[src/rtl/btn_debounce_multi.sv]
// N-channel button conditioner: per-channel 2-flop synchroniser, tick-sampled shift filter,
// debounced level with press/release pulses and a one-shot long-press pulse.

module btn_debounce_lane #(
    parameter int DEPTH      = 8,
    parameter int LONG_TICKS = 64
) (
    input  logic clk_sys,
    input  logic reset,
    input  logic tick,
    input  logic sample,
    output logic btn_out,
    output logic btn_press,
    output logic btn_release,
    output logic btn_long
);
    localparam int LW = $clog2(LONG_TICKS + 1);
    localparam logic [LW-1:0] LMAX = LW'(LONG_TICKS);
    localparam logic [LW-1:0] LPRE = LW'(LONG_TICKS - 1);

    logic [DEPTH-1:0] sh;
    logic [DEPTH-1:0] sh_next;
    logic [LW-1:0]    long_cnt;

    assign sh_next = {sh[DEPTH-2:0], sample};

    always_ff @(posedge clk_sys) begin
        if (reset) begin
            sh          <= '0;
            btn_out     <= 1'b0;
            btn_press   <= 1'b0;
            btn_release <= 1'b0;
        end else begin
            btn_press   <= 1'b0;
            btn_release <= 1'b0;
            if (tick) begin
                sh <= sh_next;
                // Decision is taken on the freshly shifted window, not the old one.
                if (&sh_next && !btn_out) begin
                    btn_out   <= 1'b1;
                    btn_press <= 1'b1;
                end else if (~|sh_next && btn_out) begin
                    btn_out     <= 1'b0;
                    btn_release <= 1'b1;
                end
            end
        end
    end

    always_ff @(posedge clk_sys) begin
        if (reset) begin
            long_cnt <= '0;
            btn_long <= 1'b0;
        end else begin
            btn_long <= 1'b0;
            if (!btn_out) begin
                long_cnt <= '0;
            end else if (tick && long_cnt != LMAX) begin
                // Saturation at LMAX makes the long pulse one-shot per press.
                long_cnt <= long_cnt + LW'(1);
                if (long_cnt == LPRE)
                    btn_long <= 1'b1;
            end
        end
    end
endmodule

module btn_debounce_multi #(
    parameter int CHANNELS   = 3,
    parameter int DIV        = 100000,
    parameter int DEPTH      = 8,
    parameter int LONG_TICKS = 64,
    parameter int ACTIVE_LOW = 1
) (
    input  logic                clk_sys,
    input  logic                reset,
    input  logic [CHANNELS-1:0] btn_in,
    output logic                tick,
    output logic [CHANNELS-1:0] btn_out,
    output logic [CHANNELS-1:0] btn_press,
    output logic [CHANNELS-1:0] btn_release,
    output logic [CHANNELS-1:0] btn_long
);
    localparam int DW = $clog2(DIV);
    localparam logic [DW-1:0] DLAST = DW'(DIV - 1);
    localparam logic INV = (ACTIVE_LOW != 0);

    logic [DW-1:0]       div_cnt;
    logic [CHANNELS-1:0] s1, s2;

    assign tick = (div_cnt == DLAST);

    always_ff @(posedge clk_sys) begin
        if (reset)
            div_cnt <= '0;
        else if (tick)
            div_cnt <= '0;
        else
            div_cnt <= div_cnt + DW'(1);
    end

    // Polarity is folded in at the first flop so everything downstream is 1 = pressed.
    always_ff @(posedge clk_sys) begin
        if (reset) begin
            s1 <= '0;
            s2 <= '0;
        end else begin
            s1 <= btn_in ^ {CHANNELS{INV}};
            s2 <= s1;
        end
    end

    btn_debounce_lane #(
        .DEPTH      (DEPTH),
        .LONG_TICKS (LONG_TICKS)
    ) u_lane [CHANNELS-1:0] (
        .clk_sys     (clk_sys),
        .reset       (reset),
        .tick        (tick),
        .sample      (s2),
        .btn_out     (btn_out),
        .btn_press   (btn_press),
        .btn_release (btn_release),
        .btn_long    (btn_long)
    );
endmodule

[config.mk]
export PLATFORM = sky130hd
export DESIGN_NAME = btn_debounce_multi
export DESIGN_NICKNAME = d
export VERILOG_FILES = /design/src/rtl/btn_debounce_multi.sv
export SDC_FILE = /design/constraint.sdc
export NUM_CORES = 1
export LEC_CHECK = 0
export ABC_AREA = 1
export CORE_UTILIZATION = 67
export CTS_BUF_LIST = sky130_fd_sc_hd__clkbuf_8
export CTS_CLUSTER_DIAMETER = 150
export CTS_CLUSTER_SIZE = 24
export DETAILED_ROUTE_END_ITERATION = 16
export GPL_TIMING_DRIVEN = 0
export PLACE_DENSITY = 0.84
export SLEW_MARGIN = 20
export SYNTH_ARGS = -nofsm -noshare
export SYNTH_HDL_FRONTEND = slang
export SYNTH_SLANG_ARGS = --single-unit
[constraint.sdc]
create_clock -name clk_sys -period 3.3 [get_ports clk_sys]
set_input_delay 0.33 -clock clk_sys [delete_from_list [all_inputs] [get_ports clk_sys]]
set_output_delay 0.33 -clock clk_sys [all_outputs]
set_load 0.01 [all_outputs]
==> results of run 1 <==
layout make-up:
type,instances,area (um2)
well taps,70,87.58
fillers,388,1071
clock inverters,6,63.81
inverters,73,275.3
multi-input cells,349,1649
plain buffers,23,186.4
flip-flops and latches,77,1541
repair buffers,16,160.2
clock buffers,10,137.6
critical path, delay by kind of cell (launching register included):
family	cells	cell delay, ps
fa+ha+maj	1	170
buf+inv	2	740
flops	1	360
simple gates	4	680
registers in the layout (all words and copies together), names as in the netlist:
name and flops:
u_lane.sh 21, u_lane.long_cnt 21, u_lane.btn_out 3, u_lane.btn_press 3
s2 3, u_lane.btn_long 3, u_lane.btn_release 3, s1 3
div_cnt 17
cells in the final DEF, fill, tap and decap left out, drive strengths merged:
cell type      synthesis  routed
bufinv                 0       1
buf                   22      22
clkinv                 1       1
nand2                138     138
a31oi                  1       1
nand3                 47      47
nor3                  21      21
nor4                   1       1
o21ai                 13      13
nand4                 10      10
nor3b                  3       3
xnor2                  1       1
dfxtp                 77      77
ha                     7       7
xor2                  11      11
nand3b                 1       1
clkbuf                 1      11
inv                   72      73
clkinvlp               0       4
nor2                  90      90
clkdlybuf4s50          0      16
a21oi                  5       5
where the power goes:
group	total, mW	internal, mW	switching, mW
clock	0.723	0.367	0.356
combinational	0.0295	0.0117	0.0178
sequential	0.938	0.935	0.00341
total	1.69	1.31	0.378
cell families after synthesis:
family	share of synthesized area, %
simple gates	37.24
buf+inv	12.64
flops	42.21
compound gates	2.638
xor+xnor	2.878
fa+ha+maj	2.398
path summary, 6_finish.rpt:
kind	startpoint	cells after the start	slack, ps	end
worst max-delay path	div_cnt[0]	7	660	tick
worst min-delay path	s1[0]	2	400	s2[0]
worst max register to register	div_cnt[0]	9	1540	u_lane[2].btn_out
worst min register to register	s1[0]	2	400	s2[0]
metal layers:
layer / track usage (%) / part of all wire [%] / vias to the layer above
met4: 14.81 / 2.4 / 0
met5: 0 / 0 / -
met3: 5.026 / 3.4 / 18
li1: - / - / 1664
met2: 46.41 / 47 / 71
met1: 34.74 / 47 / 1441
==> summary.md, run 1 <==
| Metric | Value |
|---|---|
| Run status | finished, final reports clean |
| Num ports | 18 |
| Vias in the first global route | 2784 |
| Endpoints failing hold | 0 |
| CTS tree | built |
| Max incr delay on CP | 540 ps |
| Total global routing overflow | 0 |
| Mapped Cells | 522 |
| # diodes | 0 |
| Final wirelength | 7.285 mm |
| Top cell type's share of synthesized area | 42.21% |
| Most frequent CP cell | nor2_4 |
| Worst skew pair latency | 360 ps |
| # H-tree levels | 3 |
| Worst-path clk slew | 90 ps |
| Post-CTS Resized | 0 |
| Largest net degree at the start of global routing | 14 |
| Yosys warnings | 0 |
| Fin util | 79.29% |
| Area delta synth->final | 12.30% |
| Cell variety after synth | 29 |
| DR iter-0 viols | 231 |
| CORE AREA | 5172 um2 |
| Final non-filler cell total | 624 |
| Area post-placement | 3900 um2 |
| Post-synth net total | 534 |
| Maxcap violations | 0 |
| Power density over the cells | 412.2 nW/um2 |
| First-pass GRT wire length | 11.95 mm |
| Top post-synthesis cells by count | nand2_1 (134), nor2_1 (84), dfxtp_1 (77) |
| Synth area leader | dfxtp_1 |
| CP startpoint kind | flop |
| Setup Skew | 10.40 ps |
| First-pass DRT Iterations | 5 |
| Final #Nets | 561 |
| Port bufs | 16 |
| Setup TNS | 0 ps |
| Global Route Usage Sum | 28.02% |
| Die Ht | 75.83 um |
| Critical path class | flop to output pin |
| Design area | 4101 um2 |
| Max FO, Critical Path | 10 |
| Pre-CTS setup slack | 1021 ps |
| Routed wire per std cell | 11.67 um |
| Slew HR | 58.63% |
| Worst path cell trace | ha_1, nand2_1, nor2_4, nand3_1, nor2_4, buf_6, clkdlybuf4s50_1 |
| Mean Syn Cell Area | 6.997 um2 |
| Post-CTS Setup Inserts | 0 |
| Post-synthesis sequential area ratio | 42.21% |
| Largest cells by area after synthesis | dfxtp_1 (42%), nand2_1 (14%), nor2_1 (8.6%), inv_1 (7.3%), nand3_1 (6.2%) |
| Antenna viol nets, final | 0 |
| F_max | 379.0 MHz |
| Dpl hpwl | 5.021 mm |
| Site row count | 26 |
| Register bit total from synthesis | 77 |
| Clk root buf | clkbuf_8 |
| Placed insts | 608 |
| Clk sinks | 77 |
| DRC Markers | 0 |
| Final GP Congestion | 0.8802 |
| Hold_buf cts | 0 |
| Worst path slowest cell | clkdlybuf4s50_1 |
| Final Power | 1.691 mW |
| Hold_ws | 404.3 ps |
| Crit. End Element | output pin |
| CTS Buf Count | 9 |
| Netlist Area Pre-Place | 3652 um2 |
| HP Class | flop to flop |
| Synth async-reset ratio | 0% |
| Slew Viols, Final | 0 |
| Min Tclk post-route | 2639 ps |
| Max VDD drop | 0.4933 mV |
| DIE AREA | 5750 um2 |
| Count leader, synth | nand2_1 |
| Effective utilization at floorplan | 70.61% |
| CTS max path bufs | 2 |
| # setup viols final | 0 |
| Pleak | 1.755 nW |
| Tcrit/Tclk final | 79.96% |
| Worst Tran Pin Value | 618.2 ps |
| Main flop type after synthesis | dfxtp_1 |
| Number of synthesized flops with an enable pin | 0 |
| DR vias | 3194 |
| Share of cells above drive strength 1 | 9.386% |
| Via density | 5.119 |
| RSZ-0062 raised after global routing | no |
| Worst setup margin | 661.5 ps |
| Die span in x | 75.83 um |
| Required @ worst endpoint | 2970 ps |
| Initial antenna violation count | 0 |
| Worst EP arrival | 2310 ps |
No activity file was read; power rests on OpenSTA's default activity.
==> run 2: changes to the inputs <==
--- a/config.mk
+++ b/config.mk
@@ -6,13 +6,13 @@
 export NUM_CORES = 1
 export LEC_CHECK = 0
 export ABC_AREA = 1
-export CORE_UTILIZATION = 67
+export CORE_UTILIZATION = 56
 export CTS_BUF_LIST = sky130_fd_sc_hd__clkbuf_8
 export CTS_CLUSTER_DIAMETER = 150
 export CTS_CLUSTER_SIZE = 24
 export DETAILED_ROUTE_END_ITERATION = 16
 export GPL_TIMING_DRIVEN = 0
-export PLACE_DENSITY = 0.84
+export PLACE_DENSITY = 0.75
 export SLEW_MARGIN = 20
 export SYNTH_ARGS = -nofsm -noshare
 export SYNTH_HDL_FRONTEND = slang
==> constraint.sdc (replaced) <==
create_clock -name clk_sys -period 2.28 [get_ports clk_sys]
set_input_delay 0.228 -clock clk_sys [delete_from_list [all_inputs] [get_ports clk_sys]]
set_output_delay 0.228 -clock clk_sys [all_outputs]
set_load 0.01 [all_outputs]
==> run 2 against run 1 <==
Via count down 0.91%. Clock power rose by 38%. First-iteration DRC count down 39%. Non-clock buffer count is 1 higher. Setup slack got worse by 450 ps. Count of clock-buffer cells in the layout fell by 1. Routed wire length is 2.0% lower. Sequential share of layout area about the same. Design area is essentially flat. Sequential power rose by 45%. Critical path depth is the same. Critical endpoint unchanged. Highest routed layer unchanged.
==> summary.md, run 2 (synthesized netlist as in run 1, its figures left out) <==
| Metric | Value |
|---|---|
| Run status | finished, final reports clean (unchanged) |
| Die span in x | 82.76 um (was 75.83 um) |
| Required @ worst endpoint | 2050 ps (was 2970 ps) |
| Worst R2R End | div_cnt[14] (was u_lane[2].btn_out) |
| DRC Markers | 0 (unchanged) |
| Antenna viol nets, final | 0 (unchanged) |
| Power density over the cells | 584.9 nW/um2 (was 412.2 nW/um2) |
| First-pass DRT Iterations | 4 (was 5) |
| Tcrit/Tclk final | 90.91% |
| Share of cells above drive strength 1 | 9.567% (was 9.386%) |
| Part of the power in the clock network | 41.7% (was 42.8%) |
| # H-tree levels | 3 (unchanged) |
| Num ports | 18 (unchanged) |
| Switching part of the total | 22.16% (was 22.33%) |
| Worst skew pair latency | 360 ps (about the same) |
| Switching power | 0.5319 mW (was 0.3775 mW) |
| Worst reg-to-reg setup slack | 540 ps (was 1540 ps) |
| Maxcap violations | 0 (unchanged) |
| Worst hold start | reset (was s1[0]) |
| Combinational Power Share | 1.8% (was 1.7%) |
| Die Ht | 82.76 um (was 75.83 um) |
| CP delay by family, top | simple AND/OR/NAND/NOR gates (was buffers and inverters) |
| Max incr delay on CP | 350 ps (was 540 ps) |
| Worst path slowest cell | dfxtp_1 (was clkdlybuf4s50_1) |
| Hold Path Depth | 4 (was 2) |
| Biggest registers after layout | u_lane.long_cnt (21), u_lane.sh (21), div_cnt (17) (unchanged) |
| Effective utilization at floorplan | 57.85% (was 70.61%) |
| Dpl hpwl | 5.131 mm (was 5.021 mm) |
| Site row count | 29 (was 26) |
| Final wirelength | 7.137 mm (was 7.285 mm) |
| Clk root buf | clkbuf_8 (unchanged) |
| F_max | 482.4 MHz |
| Slew Viols, Final | 0 (unchanged) |
| Most frequent cells in the layout | nand2_1 (134), nor2_1 (84), dfxtp_1 (77), inv_1 (71), nand3_1 (45) (was nand2_1 (134), nor2_1 (84), dfxtp_1 (77), inv_1 (72), nand3_1 (45)) |
| DIE AREA | 6849 um2 (was 5750 um2) |
| CTS Buf Count | 9 (unchanged) |
| Endpoints failing hold | 0 (unchanged) |
| Final Power | 2.400 mW (was 1.691 mW) |
| Worst EP arrival | 1840 ps (was 2310 ps) |
| Via density | 5.016 (was 5.119) |
| CTS tree | built (unchanged) |
| Pleak | 1.768 nW (was 1.755 nW) |
| # setup viols final | 0 (unchanged) |
| R2r startpoint | div_cnt[0] (unchanged) |
| Port bufs | 16 (unchanged) |
| Commonest non-fill, non-tap cell in the layout | nand2_1 (unchanged) |
| Clk sinks | 77 (unchanged) |
| Max VDD drop | 0.6049 mV (was 0.4933 mV) |
| Critical path class | flop to output pin (unchanged) |
| Max FO, Critical Path | 10 (unchanged) |
| Slew HR | 54.68% (was 58.63%) |
| Critical path buffer and inverter count | 2 (unchanged) |
| R2R depth | 10 (was 9) |
| Setup TNS | 0 ps (unchanged) |
| RSZ-0062 raised after global routing | no (unchanged) |
| Worst setup margin | 207.2 ps (was 661.5 ps) |
| Total global routing overflow | 0 (unchanged) |
| Routed wire per std cell | 11.31 um (was 11.67 um) |
| HP Class | input pin to flop (was flop to flop) |
| Worst path cell trace | ha_1, nand2_1, nor2_4, nand3_1, nor2_4, buf_6, dlygate4sd2_1 (was ha_1, nand2_1, nor2_4, nand3_1, nor2_4, buf_6, clkdlybuf4s50_1) |
| Min Tclk post-route | 2073 ps |
| CTS max path bufs | 2 (unchanged) |
| DR iter-0 viols | 141 (was 231) |
| CP startpoint kind | flop (unchanged) |
| Largest net degree at the start of global routing | 14 (unchanged) |
| # diodes | 0 (unchanged) |
| Placed insts | 615 (was 608) |
| Fin util | 65.00% (was 79.29%) |
| Final #Nets | 562 (was 561) |
| Pre-CTS setup slack | 112.3 ps (was 1021 ps) |
| First-pass GRT wire length | 11.73 mm (was 11.95 mm) |
| Worst-path clk slew | 80 ps (was 90 ps) |
| Seq pwr share | 56.6% (was 55.5%) |
| CP Launch Point | div_cnt[0] (unchanged) |
| Int Pwr | 1.868 mW (was 1.313 mW) |
| Hold Path Sink | u_lane[2].sh[3] (was s2[0]) |
| Setup Skew | 12.69 ps (was 10.40 ps) |
| Crit. End Element | output pin (unchanged) |
| Final non-filler cell total | 631 (was 624) |
| Most frequent CP cell | nor2_4 (unchanged) |
| DR vias | 3165 (was 3194) |
| Global Route Usage Sum | 23.02% (was 28.02%) |
| Final GP Congestion | 0.8400 (was 0.8802) |
| Worst Tran Pin Value | 677.2 ps (was 618.2 ps) |
| Vias in the first global route | 2790 (was 2784) |
| Initial antenna violation count | 0 (unchanged) |
| CORE AREA | 6314 um2 (was 5172 um2) |
| Area delta synth->final | 12.37% (was 12.30%) |
[run 2: cell types whose count changed in the layout (fill, tap and decap cells not counted)]
cell	before	now
buf_4	14	15
clkbuf_8	10	9
clkdlybuf4s50_1	16	15
clkinv_2	1	3
clkinv_4	0	2
clkinvlp_4	4	1
dlygate4sd2_1	0	1
inv_1	72	71
[run 2: through the flow]
stage / hold slack, ps / instance area (um2)
6_report: 361.7 / 4104
5_1_grt: 362.5 / 4104
4_1_cts: 355.9 / 4104
3_5_place_dp: 397.3 / 3909
3_3_place_gp: 388.9 / 3909
2_1_floorplan: 294.7 / 3652
[run 2: layer usage]
metal	GRT usage, %	wire, um	up-vias
met5	0	0	-
met4	11.21	153	0
met3	7.582	283	12
met2	36.56	3272	67
met1	27.84	3428	1426
li1	-	-	1660
[run 2: worst max-delay path by stage]
stage / end / slack [ps] / cells after the start
after floorplan: u_lane[0].btn_out / 800 / 9
after global placement: tick / 130 / 7
after detailed placement: tick / 110 / 7
after CTS: tick / 190 / 7
after global routing: tick / 110 / 7
final: tick / 210 / 7
[run 2: timing repair]
| item | CTS | global route |
|---|---|---|
| hold buffers | 0 | 0 |
| buffers inserted | 1 | 0 |
| setup endpoints to repair | 1 | 0 |
| gates resized for setup | 1 | 0 |
[run 2: final cells by class]
class | instances | area [um2]
Buffer | 23 | 186.4
Clock buffer | 9 | 123.9
Clock inverter | 6 | 65.06
Fill cell | 586 | 2210
Inverter | 73 | 275.3
Multi-Input combinational cell | 349 | 1649
Sequential cell | 77 | 1541
Tap cell | 77 | 96.34
Timing Repair Buffer | 17 | 166.4
[run 2: power by group through the flow]
stage / clock network [mW] / registers (mW) / logic (mW)
2_1_floorplan: 0 / 1.39 / 0.0292
3_3_place_gp: 0 / 1.39 / 0.0426
3_5_place_dp: 0 / 1.39 / 0.0433
4_1_cts: 1.03 / 1.36 / 0.0435
5_1_grt: 1.09 / 1.36 / 0.0481
6_report: 1.00 / 1.36 / 0.0430
[run 2: tightest hold or removal path, stage by stage]
cell and delay (ps):
clkbuf_1 180, nor2_4 170, nand2_1 50, o21ai_0 60
==> run 3: changes to the inputs <==
--- a/config.mk
+++ b/config.mk
@@ -6,14 +6,15 @@
 export NUM_CORES = 1
 export LEC_CHECK = 0
 export ABC_AREA = 1
-export CORE_UTILIZATION = 56
+export CORE_UTILIZATION = 50
 export CTS_BUF_LIST = sky130_fd_sc_hd__clkbuf_8
 export CTS_CLUSTER_DIAMETER = 150
 export CTS_CLUSTER_SIZE = 24
 export DETAILED_ROUTE_END_ITERATION = 16
 export GPL_TIMING_DRIVEN = 0
-export PLACE_DENSITY = 0.75
+export PLACE_DENSITY = 0.68
 export SLEW_MARGIN = 20
 export SYNTH_ARGS = -nofsm -noshare
 export SYNTH_HDL_FRONTEND = slang
+export SYNTH_HIERARCHICAL = 1
 export SYNTH_SLANG_ARGS = --single-unit
==> run 3 against run 2 <==
Via count down 3.1%. Global-route usage down 3.9 points. Register-to-register slack worse by 140 ps. Final cell count up 0.16%. Count of clock-buffer cells in the layout up 1. Total power down 0.11%. Synthesized area down 0.79%. Sequential cell count unchanged. Critical path depth up 4.
==> summary.md, run 3 <==
| Metric | Value |
|---|---|
| Run status | finished, final reports clean (unchanged) |
| Worst path slowest cell | dfxtp_2 (was dfxtp_1) |
| Max FO, Critical Path | 7 (was 10) |
| Multi-input gate area | 1752 um2 (was 1649 um2) |
| Max VDD drop | 0.4738 mV (was 0.6049 mV) |
| CP startpoint kind | flop (unchanged) |
| Most frequent cells in the layout | nand2_1 (100), nor2_1 (85), dfxtp_1 (76), inv_1 (70), nand3_1 (30) (was nand2_1 (134), nor2_1 (84), dfxtp_1 (77), inv_1 (71), nand3_1 (45)) |
| Final #Nets | 544 (was 562) |
| Mapped Cells | 504 (was 522) |
| First-pass GRT wire length | 11.47 mm (was 11.73 mm) |
| Maxcap violations | 0 (unchanged) |
| Area post-placement | 3914 um2 (was 3909 um2) |
| Share of cells above drive strength 1 | 14.18% (was 9.567%) |
| Total global routing overflow | 0 (unchanged) |
| Worst skew pair latency | 340 ps (was 360 ps) |
| DRC Markers | 0 (unchanged) |
| DIE AREA | 7592 um2 (was 6849 um2) |
| Cell variety after synth | 26 (was 29) |
| Register bit total from synthesis | 77 (unchanged) |
| Top cell type's share of synthesized area | 42.54% (was 42.21%) |
| Post-synth net total | 516 (was 534) |
| Tcrit/Tclk final | 82.49% (was 90.91%) |
| Yosys warnings | 6 (was 0) |
| CTS Buf Count | 9 (unchanged) |
| Setup TNS | 0 ps (unchanged) |
| Top post-synthesis cells by count | nand2_1 (100), nor2_1 (86), dfxtp_1 (77) (was nand2_1 (134), nor2_1 (84), dfxtp_1 (77)) |
| # setup viols final | 0 (unchanged) |
| Post-CTS Setup Inserts | 0 (was 1) |
| Most frequent CP cell | nand2_1 (was nor2_4) |
| CORE AREA | 6907 um2 (was 6314 um2) |
| Biggest registers after layout | u_lane/long_cnt (21), u_lane/sh (21), div_cnt (17) (was u_lane.long_cnt (21), u_lane.sh (21), div_cnt (17)) |
| Pre-CTS setup slack | 171.1 ps (was 112.3 ps) |
| Setup Skew | 8.703 ps (was 12.69 ps) |
| Site row count | 30 (was 29) |
| Effective utilization at floorplan | 52.46% (was 57.85%) |
| HP Class | input pin to flop (unchanged) |
| Vias in the first global route | 2758 (was 2790) |
| Crit. End Element | flop (was output pin) |
| # fillers | 662 (was 586) |
| Area delta synth->final | 13.50% (was 12.37%) |
| Initial antenna violation count | 0 (unchanged) |
| Min Tclk post-route | 1881 ps (was 2073 ps) |
| First-pass DRT Iterations | 5 (was 4) |
| Num ports | 18 (unchanged) |
| Netlist Area Pre-Place | 3623 um2 (was 3652 um2) |
| Synth async-reset ratio | 0% (unchanged) |
| Worst path cell trace | ha_2, nand2_1, nor2_2, nand3_2, inv_2, clkbuf_2, inv_2, nor2_1, nand4_1, nand2_1, nand2_1 (was ha_1, nand2_1, nor2_4, nand3_1, nor2_4, buf_6, dlygate4sd2_1) |
| Final Power | 2.398 mW (was 2.400 mW) |
| Global Route Usage Sum | 19.13% (was 23.02%) |
| Commonest non-fill, non-tap cell in the layout | nand2_1 (unchanged) |
| CTS max path bufs | 2 (unchanged) |
| Power density over the cells | 583.0 nW/um2 (was 584.9 nW/um2) |
| Clk sinks | 77 (unchanged) |
| Worst EP arrival | 2120 ps (was 1840 ps) |
| Via density | 4.851 (was 5.016) |
| Die span in x | 87.13 um (was 82.76 um) |
| Dpl hpwl | 4.762 mm (was 5.131 mm) |
| Mean Syn Cell Area | 7.189 um2 (was 6.997 um2) |
| Post-synthesis sequential area ratio | 42.54% (was 42.21%) |
| Slew Viols, Final | 0 (unchanged) |
| Required @ worst endpoint | 2520 ps (was 2050 ps) |
| CTS tree | built (unchanged) |
| Seq. cell area | 1543 um2 (was 1541 um2) |
| # H-tree levels | 3 (unchanged) |
| Antenna viol nets, final | 0 (unchanged) |
| Final GP Congestion | 0.8258 (was 0.8400) |
| Worst Tran Pin Value | 883.9 ps (was 677.2 ps) |
| Port bufs | 17 (was 16) |
| RSZ-0062 raised after global routing | no (unchanged) |
| Hold_ws | 392.0 ps (was 361.7 ps) |
| Number of synthesized flops with an enable pin | 0 (unchanged) |
| Critical path class | flop to flop (was flop to output pin) |
| F_max | 531.7 MHz (was 482.4 MHz) |
| DR iter-0 viols | 110 (was 141) |
| Die Ht | 87.13 um (was 82.76 um) |
| Clk root buf | clkbuf_8 (unchanged) |
| Max incr delay on CP | 370 ps (was 350 ps) |
| Largest cells by area after synthesis | dfxtp_1 (43%), nand2_1 (10%), nor2_1 (8.9%), inv_1 (7.3%), nor2_2 (4.3%) (was dfxtp_1 (42%), nand2_1 (14%), nor2_1 (8.6%), inv_1 (7.3%), nand3_1 (6.2%)) |
| Count leader, synth | nand2_1 (unchanged) |
| Worst-path clk slew | 70 ps (was 80 ps) |
| Slew HR | 40.89% (was 54.68%) |
| # diodes | 0 (unchanged) |
| DR vias | 3066 (was 3165) |
| Largest net degree at the start of global routing | 17 (was 14) |
| Hold_buf cts | 0 (unchanged) |
| Final wirelength | 6.507 mm (was 7.137 mm) |
| Synth area leader | dfxtp_1 (unchanged) |
| Pleak | 1.574 nW (was 1.768 nW) |
| Main flop type after synthesis | dfxtp_1 (unchanged) |
| Endpoints failing hold | 0 (unchanged) |
| Design area | 4113 um2 (was 4104 um2) |
| Worst setup margin | 399.2 ps (was 207.2 ps) |
| Routed wire per std cell | 10.30 um (was 11.31 um) |
## run 3: cell count changes after synthesis, sizes merged, moves of 7 or more
cell	previous run	this run
nand2	138	109
a21oi	5	15
buf	22	4
nand3	47	34
nor2	90	114
nand4	10	17
xor2	11	4
o21ai	13	26
nor3	21	10
## run 3: cells by family after synthesis
| family | count (synthesis) | synth area share (%) |
|---|---|---|
| xor gates and xnor gates | 8 | 1.934 |
| DFF | 77 | 42.54 |
| and+or+nand+nor | 284 | 37.36 |
| AOI/OAI and AO/OA | 45 | 6.492 |
| adders and majority gates | 7 | 2.417 |
| buffers and inverters | 83 | 9.254 |
## run 3: routing by layer
metal / vias to the layer above / routed length [um] / track usage, %
li1: 1630 / - / -
met1: 1380 / 3102 / 23.23
met2: 45 / 3074 / 32.50
met3: 11 / 234 / 5.213
met4: 0 / 96 / 6.855
met5: - / 0 / 0
## run 3: path summary, 6_finish.rpt
path	depth (start not counted)	slack (ps)	to	startpoint
worst max register to register	11	400	u_lane[2]/btn_out	div_cnt[0]
worst min register to register	2	400	s2[1]	s1[1]
worst min-delay path	2	390	s1[2]	btn_in[2]
worst max-delay path	11	400	u_lane[2]/btn_out	div_cnt[0]
## run 3: timing repair
item	4_1_cts	5_1_grt
endpoints found under the setup margin	1	1
gates resized for setup	2	3
hold endpoints to repair	0	0
## run 3: through the flow
| stage | utilization [%] | std cells |
|---|---|---|
| after global placement | 56.67 | 617 |
| final | 59.55 | 632 |
| after detailed placement | 56.67 | 617 |
| after CTS | 59.46 | 632 |
| after global routing | 59.55 | 632 |
| after floorplan | - | 504 |
## run 3: power breakdown
part | internal [mW] | switching, mW
clock network | 0.524 | 0.466
registers | 1.35 | 0.00714
logic | 0.0197 | 0.0271
## run 3: worst max-delay path: cells and delay by family, from the launching register on
family | cells | cell delay [ps]
AND/OR/NAND/NOR | 7 | 770
buffers and inverters | 3 | 440
flip-flops | 1 | 370
adder cells (fa/ha/maj) | 1 | 210
## run 3: final cells by class
cell class,instances,share of cell area (%)
clock inverter,5,1.278
inverter,76,6.936
tap,96,2.921
buffer,7,1.217
sequential,77,37.51
timing repair buffer,17,4.198
multi-input combinational,344,42.59
clock buffer,10,3.347
